### src/rtl/uart_tx_arbiter_if.sv
// Request/grant and transmit-data bundle between the byte sources, the arbiter and the UART transmitter.
// master = arbiter side, slave = requesters/transmitter side.
interface uart_tx_arbiter_if #(
    parameter int NREQ = 4,
    parameter int RRW  = 3
);
    logic                 en;
    logic [NREQ-1:0]      req;
    logic [8*NREQ-1:0]    req_data;
    logic [NREQ-1:0]      ack;
    logic [7:0]           DATA;
    logic                 tx_valid;
    logic [RRW-1:0]       src;
    logic                 frame_start;

    modport master (
        input  en, req, req_data,
        output ack, DATA, tx_valid, src, frame_start
    );

    modport slave (
        output en, req, req_data,
        input  ack, DATA, tx_valid, src, frame_start
    );
endinterface

### src/rtl/uart_tx_arbiter.sv
// Round-robin arbiter feeding a free-running 10-bit-frame UART transmitter, one grant per frame.
// Optional macro UART_TX_ARB_PRIO_EN makes source 0 strict-priority over the round robin.
module uart_tx_arbiter #(
    parameter int          NREQ      = 4,
    parameter logic [7:0]  FILL_BYTE = 8'hFF,
    parameter int          RRW       = 3
) (
    input logic                 Div_CLK,
    input logic                 RST,
    uart_tx_arbiter_if.master   bus
);

    logic [3:0]      phase_q, phase_d;
    logic [7:0]      data_q, data_d;
    logic [RRW-1:0]  src_q, src_d;
    logic [RRW-1:0]  rr_ptr_q, rr_ptr_d;
    logic            tx_valid_q, tx_valid_d;
    logic [NREQ-1:0] ack_q, ack_d;

    logic [NREQ-1:0] eligible;
    logic [RRW-1:0]  grant;
    logic            found;
    int              idx;

    // Upward search from rr_ptr, wrapping modulo NREQ (which need not be a power of two).
    always_comb begin
        eligible = bus.req & {NREQ{bus.en}};
        found    = 1'b0;
        grant    = '0;
        idx      = 0;
        for (int k = 0; k < NREQ; k++) begin
            idx = int'(rr_ptr_q) + k;
            if (idx >= NREQ) idx = idx - NREQ;
            if (!found && eligible[idx]) begin
                found = 1'b1;
                grant = RRW'(idx);
            end
        end
`ifdef UART_TX_ARB_PRIO_EN
        if (eligible[0]) begin
            found = 1'b1;
            grant = '0;
        end
`endif
    end

    always_comb begin
        phase_d    = (phase_q == 4'd9) ? 4'd0 : phase_q + 4'd1;
        data_d     = data_q;
        src_d      = src_q;
        rr_ptr_d   = rr_ptr_q;
        tx_valid_d = tx_valid_q;
        ack_d      = '0;
        // DATA may only change on the stop-bit edge so the transmitter sees a stable byte.
        if (phase_q == 4'd9) begin
            if (found) begin
                data_d     = bus.req_data[8*grant +: 8];
                src_d      = grant;
                tx_valid_d = 1'b1;
                ack_d      = NREQ'(1) << grant;
                rr_ptr_d   = (grant == RRW'(NREQ-1)) ? '0 : grant + RRW'(1);
`ifdef UART_TX_ARB_PRIO_EN
                if (eligible[0]) rr_ptr_d = rr_ptr_q;
`endif
            end else begin
                data_d     = FILL_BYTE;
                tx_valid_d = 1'b0;
            end
        end
    end

    always_ff @(posedge Div_CLK or posedge RST) begin
        if (RST) begin
            phase_q    <= '0;
            data_q     <= FILL_BYTE;
            src_q      <= '0;
            rr_ptr_q   <= '0;
            tx_valid_q <= 1'b0;
            ack_q      <= '0;
        end else begin
            phase_q    <= phase_d;
            data_q     <= data_d;
            src_q      <= src_d;
            rr_ptr_q   <= rr_ptr_d;
            tx_valid_q <= tx_valid_d;
            ack_q      <= ack_d;
        end
    end

    assign bus.DATA        = data_q;
    assign bus.src         = src_q;
    assign bus.tx_valid    = tx_valid_q;
    assign bus.ack         = ack_q;
    assign bus.frame_start = (phase_q == 4'd0);

endmodule

### src/flat_wrapper.sv
// flat-port wrapper written by rule: the top's interface ports become plain ports
module uart_tx_arbiter_flat 
#(
    parameter int          NREQ      = 4,
    parameter logic [7:0]  FILL_BYTE = 8'hFF,
    parameter int          RRW       = 3
)
  (Div_CLK, RST, bus_en, bus_req, bus_req_data, bus_ack, bus_DATA, bus_tx_valid, bus_src, bus_frame_start);
  uart_tx_arbiter_if #(.NREQ(NREQ), .RRW(RRW)) bus_i ();
  input logic Div_CLK;
  input logic RST;
  input wire logic [$bits(bus_i.en)-1:0] bus_en;
  input wire logic [$bits(bus_i.req)-1:0] bus_req;
  input wire logic [$bits(bus_i.req_data)-1:0] bus_req_data;
  output wire logic [$bits(bus_i.ack)-1:0] bus_ack;
  output wire logic [$bits(bus_i.DATA)-1:0] bus_DATA;
  output wire logic [$bits(bus_i.tx_valid)-1:0] bus_tx_valid;
  output wire logic [$bits(bus_i.src)-1:0] bus_src;
  output wire logic [$bits(bus_i.frame_start)-1:0] bus_frame_start;
  assign bus_i.en = bus_en;
  assign bus_i.req = bus_req;
  assign bus_i.req_data = bus_req_data;
  assign bus_ack = bus_i.ack;
  assign bus_DATA = bus_i.DATA;
  assign bus_tx_valid = bus_i.tx_valid;
  assign bus_src = bus_i.src;
  assign bus_frame_start = bus_i.frame_start;
  uart_tx_arbiter #(.NREQ(NREQ), .FILL_BYTE(FILL_BYTE), .RRW(RRW)) u_core (.Div_CLK(Div_CLK), .RST(RST), .bus(bus_i));
endmodule
### config.mk
export PLATFORM = sky130hd
export DESIGN_NAME = uart_tx_arbiter_flat
export DESIGN_NICKNAME = d
export VERILOG_FILES = /design/src/rtl/uart_tx_arbiter_if.sv /design/src/rtl/uart_tx_arbiter.sv /design/src/flat_wrapper.sv
export SDC_FILE = /design/constraint.sdc
export NUM_CORES = 1
export LEC_CHECK = 0
export ABC_AREA = 1
export CORE_ASPECT_RATIO = 1.1
export CORE_MARGIN = 1.5
export CORE_UTILIZATION = 30
export CTS_BUF_LIST = sky130_fd_sc_hd__clkbuf_4 sky130_fd_sc_hd__clkbuf_8
export DETAILED_ROUTE_END_ITERATION = 7
export SETUP_SLACK_MARGIN = 0.3
export SYNTH_ARGS = -nofsm -noshare
export SYNTH_HDL_FRONTEND = slang
export SYNTH_SLANG_ARGS = --single-unit
### constraint.sdc
create_clock -name Div_CLK -period 5.2 [get_ports Div_CLK]
set_input_delay 1.04 -clock Div_CLK [delete_from_list [all_inputs] [get_ports Div_CLK]]
set_output_delay 1.04 -clock Div_CLK [all_outputs]
set_load 0.03 [all_outputs]
==> impl_metrics.py, run 1 <==
metrics = {
    "yosys": {
        "synthCells": 252,
        "synth.yosys.seq_area_share": 0.330,
        "synth-seq-cells": 23,
        "yosysTopAreaCellShare": 0.212,
        "yosysTopAreaCell": "dfrtp_1",
        "ys_warn_count": 0,
        "synth.net_count": 294,
        "synth_area_per_cell_um2": 7.04,
        "synth.distinct_cells": 33,
        "syn-cell-area_um2": 1770,
        "synth_area_leaders": "dfrtp_1, nand2_1, dfstp_2",
    },
    "clock_network": {
        "cts_repair_resize_count": 0,
        "cts_root_buffer": "clkbuf_8",
        "clock_latency_ns": 0.27,
        "cts_buffer_depth": 2,
        "cts_hold_buf": 0,
        "clock-sinks": 23,
        "htreeDepth": 1,
        "cts_tree": "built",
        "clk_pin_slew_worst_paths_ns": 0.07,
        "cts_buffers": 3,
        "cts_setup_buffers": 0,
    },
    "worst_setup_path": {
        "slowest_delay_ns": 0.59,
        "path_class": "in -> reg",
        "r2r_end": "u_core.bus.DATA[3]",
        "critPathTopFamily": "simple AND/OR/NAND/NOR gates",
        "rrSetupSlack_ns": 2.44,
        "path_max_fanout": 11,
        "cp-end-kind": "flop",
        "worstSetupStartpointType": "primary input",
        "cp.buffers_inverters": 2,
        "critPathSlowestCell": "clkdlybuf4s50_1",
        "critical_path_arrival_ns": 3.19,
        "crit_chain": "clkdlybuf4s50_1 -> nand2_1 -> nand2_1 -> nand3_2 -> nand2_4 -> inv_2 -> nand2_2 -> nor2_2 -> nand2_2 -> nand2_2 -> nor2_2 -> nor2_4 -> nand3_1 -> nand2_1 -> nor2_1 -> nor2_1",
        "ff2ff_path_depth": 16,
        "crit_required_ns": 5.40,
        "timing.rr.start": "u_core.rr_ptr_q[0]",
    },
    "timing": {
        "maxSlewViolCount": 0,
        "finalHoldViolCount": 0,
        "max_freq_ghz": 0.334,
        "fin_crit_sh": 0.576,
        "worst_slew_pin_slew_ns": 0.859,
        "rsz0062_at_grt": "no",
        "period_minus_slack_ns": 3.00,
        "max-slew-margin-rel": 0.427,
        "fin_worst_skew_ns": 0.00718,
        "setup_violations": 0,
        "fin_hold_ws_ns": 0.520,
        "fin_setup_tns_ns": 0,
    },
    "routing": {
        "finalWirelength_um": 4470,
        "via_count": 1749,
        "viasPerCell": 4.58,
        "drt_pass1_iterations": 4,
        "drtIter0Drc": 89,
        "post_drt_wl_per_cell_um": 11.7,
        "drc": 0,
        "antenna_left": 0,
    },
    "finish": {
        "syn2layout_area_growth_pct": 35.4,
        "antenna_cells": 0,
        "finalNetCount": 348,
        "post-route-util": 0.419,
        "filler_cell_count": 627,
        "fin_cells": 382,
        "drive_above_1_share": 0.167,
    },
    "die": {
        "core_um2": 5730,
        "die_area_um2": 6380,
        "rows": 29,
        "fp.dieH_um": 83.7,
        "ios": 56,
        "initial_core_util": 0.309,
        "fp.dieW_um": 76.3,
    },
    "global_route": {
        "antenna_found_initial": 0,
        "grt_max_degree": 24,
        "grt_overflow": 0,
        "grt_use_total": 0.143,
        "grt_pass1_wl_um": 7420,
        "grt_pass1_vias": 1579,
    },
    "hold_path": {
        "holdPathEnd": "u_core.bus.DATA[3]",
        "hold_path.class": "reg -> reg",
        "holdPathStages": 2,
        "worstHoldStart": "u_core.bus.DATA[3]",
    },
    "placement": {
        "dp.cells": 378,
        "place.gp.congestion": 0.810,
        "hpwl_um": 3550,
        "port_buffers": 55,
    },
    "outcome": {
        "status": "finished, final reports clean",
    },
    "job": {
        "drv_cap": 0,
    },
}
worst register-to-register path: stages, from the launching register on:
cell     delay (ns)
dfrtp_1        0.67
inv_2          0.21
ha_1           0.39
inv_1          0.11
nand3_2        0.10
nand2_4        0.12
inv_2          0.05
nand2_2        0.05
nor2_2         0.04
nand2_2        0.07
nand2_2        0.05
nor2_2         0.40
nor2_4         0.11
nand3_1        0.09
nand2_1        0.05
nor2_1         0.12
nor2_1         0.06
sequential cells by signal, summed over array words and instances (netlist names):
register,cells
u_core.phase_q,4
u_core.bus.tx_valid,1
u_core.bus.ack,4
u_core.rr_ptr_q,3
u_core.bus.src,3
u_core.bus.DATA,8
cells by family (layout without fill, tap and decap cells):
logic type | count (synthesis) | count (layout) | synth area share
flip-flops | 23 | 23 | 0.330
AO/OA/AOI/OAI | 14 | 14 | 0.0494
adder cells (fa/ha/maj) | 3 | 3 | 0.0212
XOR/XNOR | 1 | 1 | 0.00494
buffers and inverters | 45 | 98 | 0.123
AND/OR/NAND/NOR | 166 | 166 | 0.472
worst max-delay path by stage:
stage | startpoint | end | depth (start not counted)
3_3_place_gp | bus_en | u_core.bus.DATA[3] | 16
5_1_grt | bus_en | u_core.bus.DATA[1] | 16
6_report | bus_en | u_core.bus.DATA[3] | 16
2_1_floorplan | bus_en | u_core.rr_ptr_q[0] | 13
4_1_cts | bus_en | u_core.bus.DATA[3] | 16
3_5_place_dp | bus_en | u_core.bus.DATA[1] | 16
through the flow:
step | cell area [um2] | setup WS (ns)
6_report | 2400 | 2.20
2_1_floorplan | 1770 | 2.69
4_1_cts | 2400 | 2.20
3_3_place_gp | 2350 | 1.90
3_5_place_dp | 2350 | 1.93
5_1_grt | 2400 | 1.97
layout make-up:
cell class	count	area, um2	area share
Inverter	38	143	0.0594
Timing Repair Buffer	56	558	0.232
Clock inverter	1	7.51	0.00313
Tap cell	77	96.3	0.0401
Multi-Input combinational cell	184	971	0.404
Clock buffer	3	41.3	0.0172
Sequential cell	23	586	0.244
cells in the mapped netlist (all sizes together):
master	number
o22ai	1
nand2	90
nor3	4
nand3b	1
dfstp	8
o21ai	7
dfrtp	15
a211oi	1
o211ai	1
nand4	7
nor2	15
nor4	1
or2	6
nand3	42
inv	38
buf	7
ha	3
o21a	1
a21oi	3
xor2	1
layer usage:
layer / vias up / track usage / share of wire
met5: - / 0 / 0
met4: 0 / 0.0505 / 0.015
met3: 6 / 0.0197 / 0.036
met2: 42 / 0.233 / 0.48
met1: 795 / 0.194 / 0.47
li1: 906 / - / -
cell usage in the layout, fill, tap and decap left out, drive strengths merged, types with 3 or more instances in the layout:
cell,Yosys,routed
a21oi,3,3
clkbuf,0,3
clkdlybuf4s50,0,55
dfrtp,15,15
dfstp,8,8
ha,3,3
inv,38,38
nand2,90,90
nand3,42,42
nand4,7,7
nor2,15,15
nor3,4,4
o21ai,7,7
or2,6,6
Power of run 1 is left out: the tool's default activity adds up to more than one toggle a clock period on the data nets, which glitch-free logic cannot reach.
==> inputs of run 2 (changes only) <==
Clock period 5.2 ns to 3 ns, I/O delays scaled along.
==> impl_metrics.py, run 2 (synthesis gave the netlist of run 1 again) <==
metrics = {
    "routing": {
        "antenna_left": 0,
        "finalWirelength_um": 4540,
        "via_count": 1741,
        "drc": 0,
        "post_drt_wl_per_cell_um": 11.8,
        "dr_wl_met3_um": 158,
        "drtIter0Drc": 62,
        "viasPerCell": 4.53,
        "m1WireLength_um": 2200,
        "drt_pass1_iterations": 4,
        "maxUsedRoutingLayer": "met4",
        "met2_length_um": 2090,
    },
    "worst_setup_path": {
        "critPathSlowestCell": "clkdlybuf4s50_1",
        "crit_required_ns": 3.20,
        "cp-end-kind": "flop",
        "cp.buffers_inverters": 3,
        "critPathTopFamily": "simple AND/OR/NAND/NOR gates",
        "critical_path_arrival_ns": 2.63,
        "r2r_end": "u_core.bus.DATA[3]",
        "path_max_fanout": 8,
        "slowest_delay_ns": 0.60,
        "cp_common_cell": "nand2_1",
        "timing.rr.start": "u_core.rr_ptr_q[1]",
        "crit_chain": "clkdlybuf4s50_1 -> nand2_1 -> nand2_1 -> nand3_2 -> nand2_4 -> nand2_1 -> o21ai_0 -> nand2_1 -> nand2_2 -> inv_1 -> nand3_1 -> nand3_1 -> nand2_1 -> inv_1",
        "rrSetupSlack_ns": 0.68,
        "worstSetupStartpointType": "primary input",
        "ff2ff_path_depth": 13,
        "path_class": "in -> reg",
        "cp-startpoint": "bus_en",
    },
    "clock_network": {
        "htreeDepth": 1,
        "cts_hold_buf": 0,
        "cts_tree": "built",
        "cts_buffers": 3,
        "cts_root_buffer": "clkbuf_8",
        "clk_pin_slew_worst_paths_ns": 0.09,
        "cts_buffer_depth": 2,
        "clock-sinks": 23,
        "clock_latency_ns": 0.27,
    },
    "global_route": {
        "grt_use_total": 0.145,
        "grt_pass1_vias": 1636,
        "grt_max_degree": 24,
        "antenna_found_initial": 0,
        "grt_pass1_wl_um": 7520,
        "grt_overflow": 0,
    },
    "finish": {
        "final_cell_mix": "nand2_1, clkdlybuf4s50_1, nand3_1, inv_1, dfrtp_1",
        "multi_input_area_um2": 976,
        "largest_reg_flops": 8,
        "syn2layout_area_growth_pct": 36.6,
        "filler_cell_count": 632,
        "finalNetCount": 350,
        "seq_area_um2": 587,
        "drive_above_1_share": 0.176,
        "antenna_cells": 0,
        "final_common_cell": "nand2_1",
        "fin_cells": 384,
        "post-route-util": 0.423,
    },
    "placement": {
        "place_ws_ns": 0.158,
        "port_buffers": 55,
        "dp.cells": 380,
        "place.gp.congestion": 0.830,
        "hpwl_um": 3600,
    },
    "hold_path": {
        "worstHoldStart": "u_core.bus.src[0]",
        "hold_path.class": "reg -> reg",
        "holdPathStages": 1,
        "holdPathEnd": "u_core.bus.src[0]",
    },
    "job": {
        "drv_cap": 0,
    },
    "die": {
        "fp.dieW_um": 76.3,
        "ios": 56,
        "core_um2": 5730,
        "fp.dieH_um": 83.7,
        "die_area_um2": 6380,
        "rows": 29,
        "initial_core_util": 0.309,
    },
    "timing": {
        "max_freq_ghz": 0.412,
        "maxSlewViolCount": 0,
        "max-slew-margin-rel": 0.445,
        "period_minus_slack_ns": 2.43,
        "setup_slack_ns": 0.572,
        "worst_slew_pin_slew_ns": 0.831,
        "rsz0062_at_grt": "no",
        "fin_setup_tns_ns": 0,
        "setup_violations": 0,
        "finalHoldViolCount": 0,
        "fin_crit_sh": 0.809,
        "fin_worst_skew_ns": 0.0105,
    },
    "outcome": {
        "status": "finished, final reports clean",
    },
}
==> run 2: routing by layer <==
layer	track usage	vias up
li1	-	912
met1	0.201	792
met2	0.227	29
met3	0.0197	8
met4	0.0556	0
met5	0	-
==> run 2: timing repair <==
action                                  4_1_cts  5_1_grt
endpoints found under the hold margin         0        0
buffers inserted                              0        0
endpoints found under the setup margin        0        7
resized for setup                             0        2
==> run 2: how the worst max path moves through the flow <==
| stage | endpoint | depth (start not counted) |
|---|---|---|
| after floorplan | u_core.rr_ptr_q[0] | 13 |
| after global placement | u_core.bus.DATA[3] | 16 |
| after global routing | u_core.bus.DATA[3] | 15 |
| final | u_core.bus.DATA[5] | 14 |
| after CTS | u_core.bus.DATA[3] | 16 |
| after detailed placement | u_core.bus.DATA[3] | 16 |
==> run 2: metrics by stage <==
stage	instance area (um2)	hold slack, ns
after floorplan	1770	0.481
after global placement	2370	0.476
after detailed placement	2370	0.480
after CTS	2420	0.501
after global routing	2420	0.519
final	2420	0.497
==> run 2: worst register-to-register path, delay by kind of cell (launching register included) <==
family / cells / cell delay [ns]
DFF: 1 / 0.46
and+or+nand+nor: 10 / 1.25
adders and majority gates: 1 / 0.36
buffers and inverters: 2 / 0.20
==> run 2: final cells by class <==
type / count / share of cell area
clock inverters: 1 / 0.00310
inverters: 38 / 0.0589
clock buffers: 3 / 0.0170
multi-input cells: 184 / 0.403
flip-flops and latches: 23 / 0.242
well taps: 77 / 0.0398
repair buffers: 58 / 0.236
Power of run 2 is left out for the same reason.
